==> src/rtl/lcm_from_gcd.sv <==
// lcm_from_gcd: LCM as floor(a/gcd)*b via serial restoring divide then shift-add multiply.
// Fixed latency of 2*WIDTH cycles for non-zero operands; zero operands short-circuit to a zero result.
module lcm_from_gcd #(
    parameter int WIDTH = 32
) (
    input  logic             clk,
    input  logic             reset,
    input  logic             in_valid,
    output logic             in_ready,
    input  logic [WIDTH-1:0] in_a,
    input  logic [WIDTH-1:0] in_b,
    input  logic [WIDTH-1:0] in_gcd,
    output logic             out_valid,
    input  logic             out_ready,
    output logic [WIDTH-1:0] out_lcm,
    output logic             out_ovf,
    output logic             busy
);
    localparam int CW = (WIDTH > 1) ? $clog2(WIDTH) : 1;

    typedef enum logic [1:0] {IDLE, DIV, MUL, DONE} state_t;

    state_t             r_state, w_next;
    logic [CW-1:0]      r_cnt;
    logic [WIDTH-1:0]   r_quo, r_rem, r_div, r_b, r_lcm;
    logic               r_ovf;
    logic [2*WIDTH-1:0] r_acc, w_acc;
    logic [WIDTH:0]     w_shift, w_diff;
    logic               w_fit, w_last, w_zero;

    assign w_zero  = (in_a == '0) || (in_b == '0) || (in_gcd == '0);
    assign w_last  = r_cnt == CW'(WIDTH - 1);
    assign w_shift = {r_rem, r_quo[WIDTH-1]};
    assign w_diff  = w_shift - {1'b0, r_div};
    assign w_fit   = w_shift >= {1'b0, r_div};
    // r_quo doubles as the multiplier during MUL, consumed MSB first
    assign w_acc   = {r_acc[2*WIDTH-2:0], 1'b0} + (r_quo[WIDTH-1] ? {{WIDTH{1'b0}}, r_b} : '0);

    always_ff @(posedge clk) begin
        if (reset)
            r_state <= IDLE;
        else
            r_state <= w_next;
    end

    always_comb begin
        w_next = r_state;
        case (r_state)
            IDLE:    w_next = in_valid ? (w_zero ? DONE : DIV) : IDLE;
            DIV:     w_next = w_last ? MUL : DIV;
            MUL:     w_next = w_last ? DONE : MUL;
            default: w_next = out_ready ? IDLE : DONE;
        endcase
    end

    always_comb begin
        in_ready  = r_state == IDLE;
        out_valid = r_state == DONE;
        busy      = r_state != IDLE;
    end

    always_ff @(posedge clk) begin
        if (reset) begin
            r_lcm <= '0;
            r_ovf <= 1'b0;
        end else begin
            case (r_state)
                IDLE: if (in_valid) begin
                    r_quo <= in_a;
                    r_rem <= '0;
                    r_div <= in_gcd;
                    r_b   <= in_b;
                    r_acc <= '0;
                    r_cnt <= '0;
                    if (w_zero) begin
                        r_lcm <= '0;
                        r_ovf <= 1'b0;
                    end
                end
                DIV: begin
                    r_rem <= w_fit ? w_diff[WIDTH-1:0] : w_shift[WIDTH-1:0];
                    r_quo <= {r_quo[WIDTH-2:0], w_fit};
                    r_cnt <= w_last ? '0 : r_cnt + CW'(1);
                end
                MUL: begin
                    r_acc <= w_acc;
                    r_quo <= {r_quo[WIDTH-2:0], 1'b0};
                    r_cnt <= w_last ? '0 : r_cnt + CW'(1);
                    if (w_last) begin
                        r_lcm <= w_acc[WIDTH-1:0];
                        r_ovf <= |w_acc[2*WIDTH-1:WIDTH];
                    end
                end
                default: ;
            endcase
        end
    end

    assign out_lcm = r_lcm;
    assign out_ovf = r_ovf;
endmodule

==> config.mk <==
export PLATFORM = sky130hd
export DESIGN_NAME = lcm_from_gcd
export DESIGN_NICKNAME = d
export VERILOG_FILES = /design/src/rtl/lcm_from_gcd.sv
export SDC_FILE = /design/constraint.sdc
export NUM_CORES = 1
export LEC_CHECK = 0
export ABC_CLOCK_PERIOD_IN_PS = 5100
export CAP_MARGIN = 20
export CORE_AREA = 3 3 170 172
export CTS_BUF_LIST = sky130_fd_sc_hd__clkbuf_4 sky130_fd_sc_hd__clkbuf_8
export DETAILED_ROUTE_END_ITERATION = 12
export DIE_AREA = 0 0 173 175
export GPL_ROUTABILITY_DRIVEN = 0
export GPL_TIMING_DRIVEN = 0
export PLACE_DENSITY = 0.8
export SLEW_MARGIN = 20
export SYNTH_ARGS = -nofsm -noshare
export SYNTH_HDL_FRONTEND = slang
export SYNTH_SLANG_ARGS = --single-unit
==> constraint.sdc <==
create_clock -name clk -period 5.1 [get_ports clk]
set_input_delay 0.765 -clock clk [delete_from_list [all_inputs] [get_ports clk]]
set_output_delay 0.765 -clock clk [all_outputs]
set_load 0.02 [all_outputs]
==> results.toml, run 1 <==
[worst_setup_path]
critPathMostFrequentCell = "a211oi_1"
path_class = "flip-flop to flip-flop"
cp_max_fo = 10
cp.required_ps = 5520
crit_buf_inv = 2
critPathTopFamily = "compound AO/OA/AOI/OAI gates"
slowest_stage = "a2111oi_1"
r2r_slack_ps = 660
max_stage_delay_ps = 630
cp-start-kind = "flip-flop"
critPathCaptureType = "flip-flop"
cp.arrival_ps = 4870
crit_chain = "and2_1, ha_1, fa_1, a211oi_1, o211ai_2, a2111oi_1, or4_1, and3_1, buf_2, a211oi_4, buf_4, a211oi_1, o22ai_1, nor4_1, a21oi_1"

[clock_tree]
cts-hold-fix-buffers = 0
post_cts_buffers = 0
root_buffer = "clkbuf_8"
insertion_delay_ps = 560
cts_buffer_depth = 3
cts_num_sinks = 231
cts_resized = 0
cts_buffers = 41
path_clk_slew_ps = 60
cts_tree = "done"
cts_max_level = 2

[synth]
synth-seq-cells = 231
synth-edff-count = 196
synth.most_common_cell = "edfxtp_1"
avgSynthCellArea_um2 = 9.99
synthFlopType = "edfxtp_1"
async_flop_share_pct = 0
synth_largest_area_cell = "edfxtp_1"
yosys_warnings = 0
yosys.cell_types.count = 85
syn_area_um2 = 13700
ys_seq_area_share_pct = 48.0
ys_top_cells_by_area = "edfxtp_1, ha_1, dfxtp_1, and2_1, xnor2_1"
syn-num-nets = 1546
syn_inst = 1375
synthTopCellsByCount = "edfxtp_1, nand2_1, nor2_1"
yosys.area.top_type_share_pct = 42.9

[sta]
tns_ps = 0
fmax_mhz = 225
slew-limit-headroom_pct = 29.6
fin_worst_skew_ps = 23.7
rsz0062_at_grt = "no"
hold_viol_final = 0
setup_viol = 0
fin_crit_sh_pct = 87.1
worst_slack_ps = 656
drv_slew = 0
worst_pin_slew_ps = 1040
min_period_ps = 4440

[pwr]
leakagePower_nw = 6.30
irDropWorstVdd_uv = 178
power.density_nw_per_um2 = 290

[drt]
drtAntennaViolNets = 0
drcViolationCount = 0
firstDrtPassIters = 5
drtIter0Drc = 1005
wl_per_cell_um = 17.8
routed_wl_mm = 35.1
via_per_inst = 5.75
num_vias = 11300

[floorplanning]
rows = 61
die_area_um2 = 30300
core_um2 = 27600
io_pins = 136
initial_core_util_pct = 49.7
die_height_um = 175
die_x_um = 173

[finish]
layout.nets = 1731
n_fill_cell = 2343
syn2layout_area_growth_pct = 21.0
antennaDiodeCount = 0
drive_above_1_share_pct = 7.36
layout.cells.non_filler = 1968

[global_routing]
grt_pass1_vias = 11200
antenna_found_initial = 0
grt_max_degree = 26
grt_pass1_wl_mm = 56.5
track_usage_pct = 22.7
overflow = 0

[placed_design]
dpl.cell_count = 1895
hpwl_mm = 26.3
preCtsSetupSlack_ps = 505
port_buffers = 135

[flow_run]
timing.max_cap.violations = 0

[status]
status = "complete, no violations"

[worst_hold_path]
min_path_type = "flip-flop to flip-flop"
## path summary, 6_finish.rpt
path                       startpoint                        to  cells past startpoint
max               r_quo[31]$_DFFE_PP_      out_ovf$_SDFFE_PP0P_                     15
min          out_lcm[31]$_SDFFE_PP0P_  out_lcm[31]$_SDFFE_PP0P_                      2
min reg2reg  out_lcm[31]$_SDFFE_PP0P_  out_lcm[31]$_SDFFE_PP0P_                      2
max reg2reg       r_quo[31]$_DFFE_PP_      out_ovf$_SDFFE_PP0P_                     15
## per-stage QoR
stage	hold WS [ps]	power [mW]	area, um^2	util [%]
after floorplan	496	2.76	13700	-
after global placement	450	3.00	15600	56.3
after detailed placement	449	3.04	15800	57.1
after CTS	458	4.85	16600	60.2
after global routing	471	5.03	16600	60.2
final	458	4.82	16600	60.2
## worst register-to-register path, stage by stage, from the launching register on
cell and delay (ps):
edfxtp_1 510, and2_1 200, ha_1 220, fa_1 440, a211oi_1 410, o211ai_2 200
a2111oi_1 630, or4_1 220, and3_1 190, buf_2 210, a211oi_4 110, buf_4 200
a211oi_1 210, o22ai_1 110, nor4_1 340, a21oi_1 120
## routing by layer
layer	vias up	track usage, %	part of all wire, %
met5	-	0	0
met4	0	10.0	4.1
met3	97	4.09	7.6
met2	494	36.3	45
met1	5349	30.5	43
li1	5377	-	-
## power breakdown
group / total [mW] / switching, mW / internal (mW)
clock network: 1.80 / 0.758 / 1.05
registers: 2.20 / 0.0420 / 2.15
logic: 0.815 / 0.467 / 0.348
total: 4.82 / 1.27 / 3.55
## logic make-up (layout without fill, tap and decap cells)
family | after synthesis | after routing | synth area share (%)
AND/OR/NAND/NOR | 488 | 488 | 17.9
AO/OA/AOI/OAI | 309 | 309 | 14.8
flip-flops | 231 | 231 | 48.0
buffers and inverters | 150 | 365 | 4.25
XOR/XNOR | 78 | 78 | 4.97
adder cells (fa/ha/maj) | 71 | 71 | 6.58
multiplexers | 48 | 48 | 3.54
## sequential cells by signal (all words and copies together) (netlist names)
| signal | count |
|---|---|
| r_state | 2 |
| r_rem | 32 |
| r_cnt | 5 |
| r_acc | 63 |
| out_ovf | 1 |
| r_div | 32 |
| r_quo | 32 |
| out_lcm | 32 |
| r_b | 32 |
## layout make-up
class	count	area, um^2	share of cell area (%)
Multi-Input combinational cell	994	6610	39.7
Tap cell	378	473	2.85
Clock buffer	62	759	4.57
Sequential cell	231	6590	39.6
Clock inverter	11	98.8	0.595
Inverter	98	368	2.21
Buffer	52	216	1.30
Timing Repair Buffer	142	1520	9.11
## layout by cell type, fill, tap and decap left out, types with 35 or more instances in the layout
cell / count
a21oi_1: 87
and2_1: 82
clkbuf_1: 38
clkbuf_8: 47
clkdlybuf4s50_1: 135
dfxtp_1: 35
edfxtp_1: 196
ha_1: 69
inv_1: 97
mux2i_1: 43
nand2_1: 129
nor2_1: 102
nor4_1: 39
o21ai_0: 66
xnor2_1: 56
No activity file was read; power rests on OpenSTA's default activity.
==> inputs of run 2 (changes only) <==
==> constraint.sdc (replaced) <==
create_clock -name clk -period 5.1 [get_ports clk]
set_input_delay 0.51 -clock clk [delete_from_list [all_inputs] [get_ports clk]]
set_output_delay 0.51 -clock clk [all_outputs]
set_load 0.02 [all_outputs]
==> results of run 2 <==
The final DEF is identical to that of run 1; final timing and power are the same.
Among the figures that moved: setup slack after placement 505 ps -> 760 ps
==> inputs of run 3 (changes only) <==
--- a/config.mk
+++ b/config.mk
@@ -7,13 +7,13 @@
 export LEC_CHECK = 0
 export ABC_CLOCK_PERIOD_IN_PS = 5100
 export CAP_MARGIN = 20
-export CORE_AREA = 3 3 170 172
+export CORE_AREA = 3 3 156 158
 export CTS_BUF_LIST = sky130_fd_sc_hd__clkbuf_4 sky130_fd_sc_hd__clkbuf_8
 export DETAILED_ROUTE_END_ITERATION = 12
-export DIE_AREA = 0 0 173 175
+export DIE_AREA = 0 0 159 161
 export GPL_ROUTABILITY_DRIVEN = 0
 export GPL_TIMING_DRIVEN = 0
-export PLACE_DENSITY = 0.8
+export PLACE_DENSITY = 0.91
 export SLEW_MARGIN = 20
 export SYNTH_ARGS = -nofsm -noshare
 export SYNTH_HDL_FRONTEND = slang
==> constraint.sdc (replaced) <==
create_clock -name clk -period 5.1 [get_ports clk]
set_input_delay 0.765 -clock clk [delete_from_list [all_inputs] [get_ports clk]]
set_output_delay 0.765 -clock clk [all_outputs]
set_load 0.02 [all_outputs]
==> run 3 against run 2 <==
Net effect: cell area down 0.36%; worst hold slack got worse by 3.3 ps; core utilization is 11 points higher; sequential share of layout area increased by 0.14 points; total power barely moved; sequential power is essentially flat; die area fell by 15%; non-clock buffer count is 1 higher; combinational power increased by 2%; global-route usage grew 4.7 points; maximum frequency grew 1.7%; critical path type unchanged; largest cell class unchanged.
==> results.toml, run 3 (same netlist as run 1, synthesis figures left out) <==
[status]
status = "complete, no violations"

[placed_design]
preCtsSetupSlack_ps = 698
hpwl_mm = 26.5
dpl.cell_count = 1837
port_buffers = 135
placed_area_um2 = 15700

[sta]
rsz0062_at_grt = "no"
fin_worst_skew_ps = 25.6
slew-limit-headroom_pct = 38.8
drv_slew = 0
fin_crit_sh_pct = 85.7
worst_slack_ps = 730
setup_viol = 0
fmax_mhz = 229
hold_viol_final = 0
min_period_ps = 4370
worst_pin_slew_ps = 911
tns_ps = 0
hold-worst-slack_ps = 455

[clock_tree]
insertion_delay_ps = 550
cts-hold-fix-buffers = 0
post_cts_buffers = 0
root_buffer = "clkbuf_8"
cts_buffers = 39
cts_tree = "done"
cts_resized = 0
path_clk_slew_ps = 60
cts_max_level = 2
cts_num_sinks = 231
cts_buffer_depth = 3

[flow_run]
timing.max_cap.violations = 0

[worst_setup_path]
path_class = "flip-flop to flip-flop"
critPathCaptureType = "flip-flop"
rr_startpoint = "r_quo[31]$_DFFE_PP_"
r2r_slack_ps = 730
cp_max_fo = 10
cp.required_ps = 5520
cp.arrival_ps = 4790
cp-start-kind = "flip-flop"
ff2ff_path_depth = 14
reg2reg_to = "out_ovf$_SDFFE_PP0P_"

[finish]
finish.instance_area_um2 = 16600
antennaDiodeCount = 0
final_cell_mix = "edfxtp_1, clkdlybuf4s50_1, nand2_1, nor2_1, inv_1"
final_common_cell = "edfxtp_1"
layout.cells.non_filler = 1909
multiInputGateArea_um2 = 6620
fin_util_pct = 71.2
syn2layout_area_growth_pct = 20.6
layout.nets = 1730
regMostFlops = "r_acc"
largest_reg_flops = 63
n_fill_cell = 1627
seqCellArea_um2 = 6590
drive_above_1_share_pct = 7.61

[worst_hold_path]
min_path_type = "flip-flop to flip-flop"
holdPathStages = 2
hold_end = "out_lcm[20]$_SDFFE_PP0P_"
hold_start = "out_lcm[20]$_SDFFE_PP0P_"

[pwr]
power.density_nw_per_um2 = 291
irDropWorstVdd_uv = 176
finalPower_mw = 4.81
leakagePower_nw = 6.30

[global_routing]
track_usage_pct = 27.4
antenna_found_initial = 1
grt_max_degree = 26
grt_pass1_vias = 11500
overflow = 0
grt_pass1_wl_mm = 57.6

[drt]
num_vias = 11600
drtAntennaViolNets = 0
routed_wl_mm = 35.7
drtIter0Drc = 1162
firstDrtPassIters = 6
via_per_inst = 6.09
wl_per_cell_um = 18.7
drcViolationCount = 0

[floorplanning]
initial_core_util_pct = 59.0
rows = 56
die_height_um = 161
die_area_um2 = 25600
io_pins = 136
core_um2 = 23300
die_x_um = 159
[run 3: worst max path at each step]
stage | from | endpoint | slack, ps | cells after the start
after floorplan | reset | r_acc[0]$_SDFFCE_PN0P_ | 360 | 3
after global placement | reset | r_acc[17]$_SDFFCE_PN0P_ | -1900 | 4
after detailed placement | r_quo[31]$_DFFE_PP_ | r_rem[22]$_SDFFCE_PN0P_ | 700 | 14
after CTS | r_quo[31]$_DFFE_PP_ | r_rem[22]$_SDFFCE_PN0P_ | 680 | 14
after global routing | r_quo[31]$_DFFE_PP_ | out_ovf$_SDFFE_PP0P_ | 410 | 14
final | r_quo[31]$_DFFE_PP_ | out_ovf$_SDFFE_PP0P_ | 730 | 14
[run 3: power breakdown]
group | switching, mW | internal [mW]
Sequential | 0.0435 | 2.15
Combinational | 0.479 | 0.352
Clock | 0.780 | 1.01
Total | 1.30 | 3.51
[run 3: critical path: stages (launching register included)]
cell and delay (ps):
edfxtp_1 520, clkbuf_1 290, and2_1 220, ha_1 260, clkbuf_1 350, a21oi_1 130
o21bai_1 230, a211oi_1 140, o32ai_1 550, or3_1 350, a21boi_0 170, nor4_1 300
o2111ai_1 220, a2111oi_2 410, a21oi_1 110
[run 3: cell type report]
class,instances,share of cell area [%]
Buffer,52,1.31
Clock buffer,59,4.34
Clock inverter,13,0.718
Inverter,98,2.22
Multi-Input combinational cell,994,40.0
Sequential cell,231,39.8
Tap cell,319,2.41
Timing Repair Buffer,143,9.29
[run 3: layer usage]
metal / share of wire, % / track usage, % / vias up / wire (um)
met5: 0.036 / 0 / - / 13
met4: 3.8 / 11.1 / 2 / 1370
met3: 9.0 / 6.13 / 124 / 3200
met2: 47 / 44.9 / 621 / 16700
met1: 40 / 35.6 / 5476 / 14400
li1: - / - / 5405 / -
==> RTL change (flow settings as in run 1) <==
The 4 states of `state_t` get a one-hot encoding in 4 bits.
--- a/src/rtl/lcm_from_gcd.sv
+++ b/src/rtl/lcm_from_gcd.sv
@@ -19,5 +19,5 @@
     localparam int CW = (WIDTH > 1) ? $clog2(WIDTH) : 1;
 
-    typedef enum logic [1:0] {IDLE, DIV, MUL, DONE} state_t;
+    typedef enum logic [3:0] {IDLE = 4'b0001, DIV = 4'b0010, MUL = 4'b0100, DONE = 4'b1000} state_t;
 
     state_t             r_state, w_next;
Function: no difference found for any inputs over 10 cycles, from zero or initial values and one cycle with reset high; not proved beyond that.
==> RTL change against run 1 <==
Clock power increased by 4%; largest power group unchanged; clock skew rose by 0.030 ns; first-iteration DRC count increased by 9.5%; wire length up 2.8%; power grew 2.3%; setup slack gained 0.19 ns; largest cell class unchanged; highest routed layer unchanged; via count shrank 0.57%; final cell count is 1.9% lower; combinational power up 0.6%; cell area barely moved; sequential cell count up 2; synthesized area down 0.20%.
==> RTL change: results <==
{
  "grt_use_met3": 0.0430,
  "hpwl_um": 26600,
  "grt_usage": 0.234,
  "antenna_found_initial": 2,
  "cp.arrival_ns": 4.65,
  "drt-total-wl_um": 36100,
  "nets": 1687,
  "cp_slowest_stage_delay_ns": 0.55,
  "yosysSeqAreaShare": 0.483,
  "status": "completed",
  "synth_nets": 1501,
  "reg2reg_depth": 13,
  "grt_pass1_wl_um": 57900,
  "synthTopCellsByArea": "edfxtp_1 (43%), ha_1 (5.9%), dfxtp_1 (5.4%)",
  "slew_headroom": 0.299,
  "yosys.area_share.xor_xnor": 0.0524,
  "tritoncts.num_buffers": 42,
  "grt_pass1_vias": 11200,
  "muxShareOfSynthArea": 0.0461,
  "synth-compound-area-share": 0.141,
  "min_from": "out_lcm[12]",
  "synth-adder-area-share": 0.0623,
  "power.internal_mw": 3.58,
  "grtUsageMet2": 0.383,
  "cpMaxStageDelayCell": "edfxtp_1",
  "dr.pass1.iters": 8,
  "globalRouteMet1Util": 0.314,
  "drtIter0Drc": 1100,
  "worst_clock_skew_ns": 0.0538,
  "grt_max_degree": 25,
  "worstSkewPairLatency_ns": 0.58,
  "ir_drop_uv": 203,
  "hold_end": "out_lcm[12]",
  "yosys-top-cells-count": "edfxtp_1 (196), nor2_1 (131), nand2_1 (128), a21oi_1 (105), ha_1 (65)",
  "leakage_nw": 6.12,
  "critPathMaxFanout": 7
}
[RTL change: worst register-to-register path: stages (launching register included)]
cell	delay, ns
edfxtp_1	0.55
and2_1	0.22
ha_1	0.22
fa_1	0.43
a211oi_1	0.34
o21ai_2	0.16
o2111ai_2	0.29
a21oi_1	0.22
o211ai_1	0.49
a2111oi_0	0.22
a211oi_2	0.29
o2111ai_1	0.16
nor4b_2	0.37
a221oi_2	0.09
[RTL change: cells by family after synthesis]
logic type | after synthesis
compound gates | 294
xor+xnor | 82
fa+ha+maj | 67
buf+inv | 107
flops | 233
mux | 59
simple gates | 492
[RTL change: through the flow]
stage / cell area, sq um / hold WS [ns] / utilization / worst slack (ns) / std cells
after floorplan: 13700 / 0.525 / - / 0.329 / 1334
after global placement: 15500 / 0.440 / 0.562 / -1.98 / 1847
after detailed placement: 15700 / 0.446 / 0.569 / 1.00 / 1854
after CTS: 16600 / 0.454 / 0.602 / 0.935 / 1929
after global routing: 16600 / 0.470 / 0.602 / 0.645 / 1931
final: 16600 / 0.451 / 0.602 / 0.848 / 1931
[RTL change: cell type report]
| cell class | count | area (sq um) |
|---|---|---|
| diodes | 2 | 5.00 |
| plain buffers | 56 | 245 |
| clock buffers | 60 | 738 |
| clock inverters | 15 | 159 |
| fillers | 2262 | 11000 |
| inverters | 51 | 191 |
| multi-input cells | 994 | 6690 |
| flip-flops and latches | 233 | 6630 |
| well taps | 378 | 473 |
| repair buffers | 142 | 1510 |
[RTL change: worst max-delay path by stage]
stage                     end       start
detailed placement    out_ovf   r_quo[31]
CTS                   out_ovf   r_quo[31]
global route          out_ovf   r_quo[31]
finish                out_ovf   r_quo[31]
global placement    r_acc[49]       reset
floorplan            r_acc[0]  r_state[1]
[RTL change: power groups by stage]
| stage | registers [mW] | logic (mW) | clock network [mW] |
|---|---|---|---|
| after floorplan | 2.25 | 0.532 | 0 |
| after global placement | 2.27 | 0.748 | 0 |
| after detailed placement | 2.26 | 0.802 | 0 |
| after CTS | 2.22 | 0.808 | 1.90 |
| after global routing | 2.23 | 0.897 | 1.99 |
| final | 2.22 | 0.820 | 1.88 |
[RTL change: per-layer routing]
layer	wire [um]	up-vias
met2	16700	495
met1	15800	5345
met3	2500	90
li1	-	5322
met5	0	-
met4	1110	0
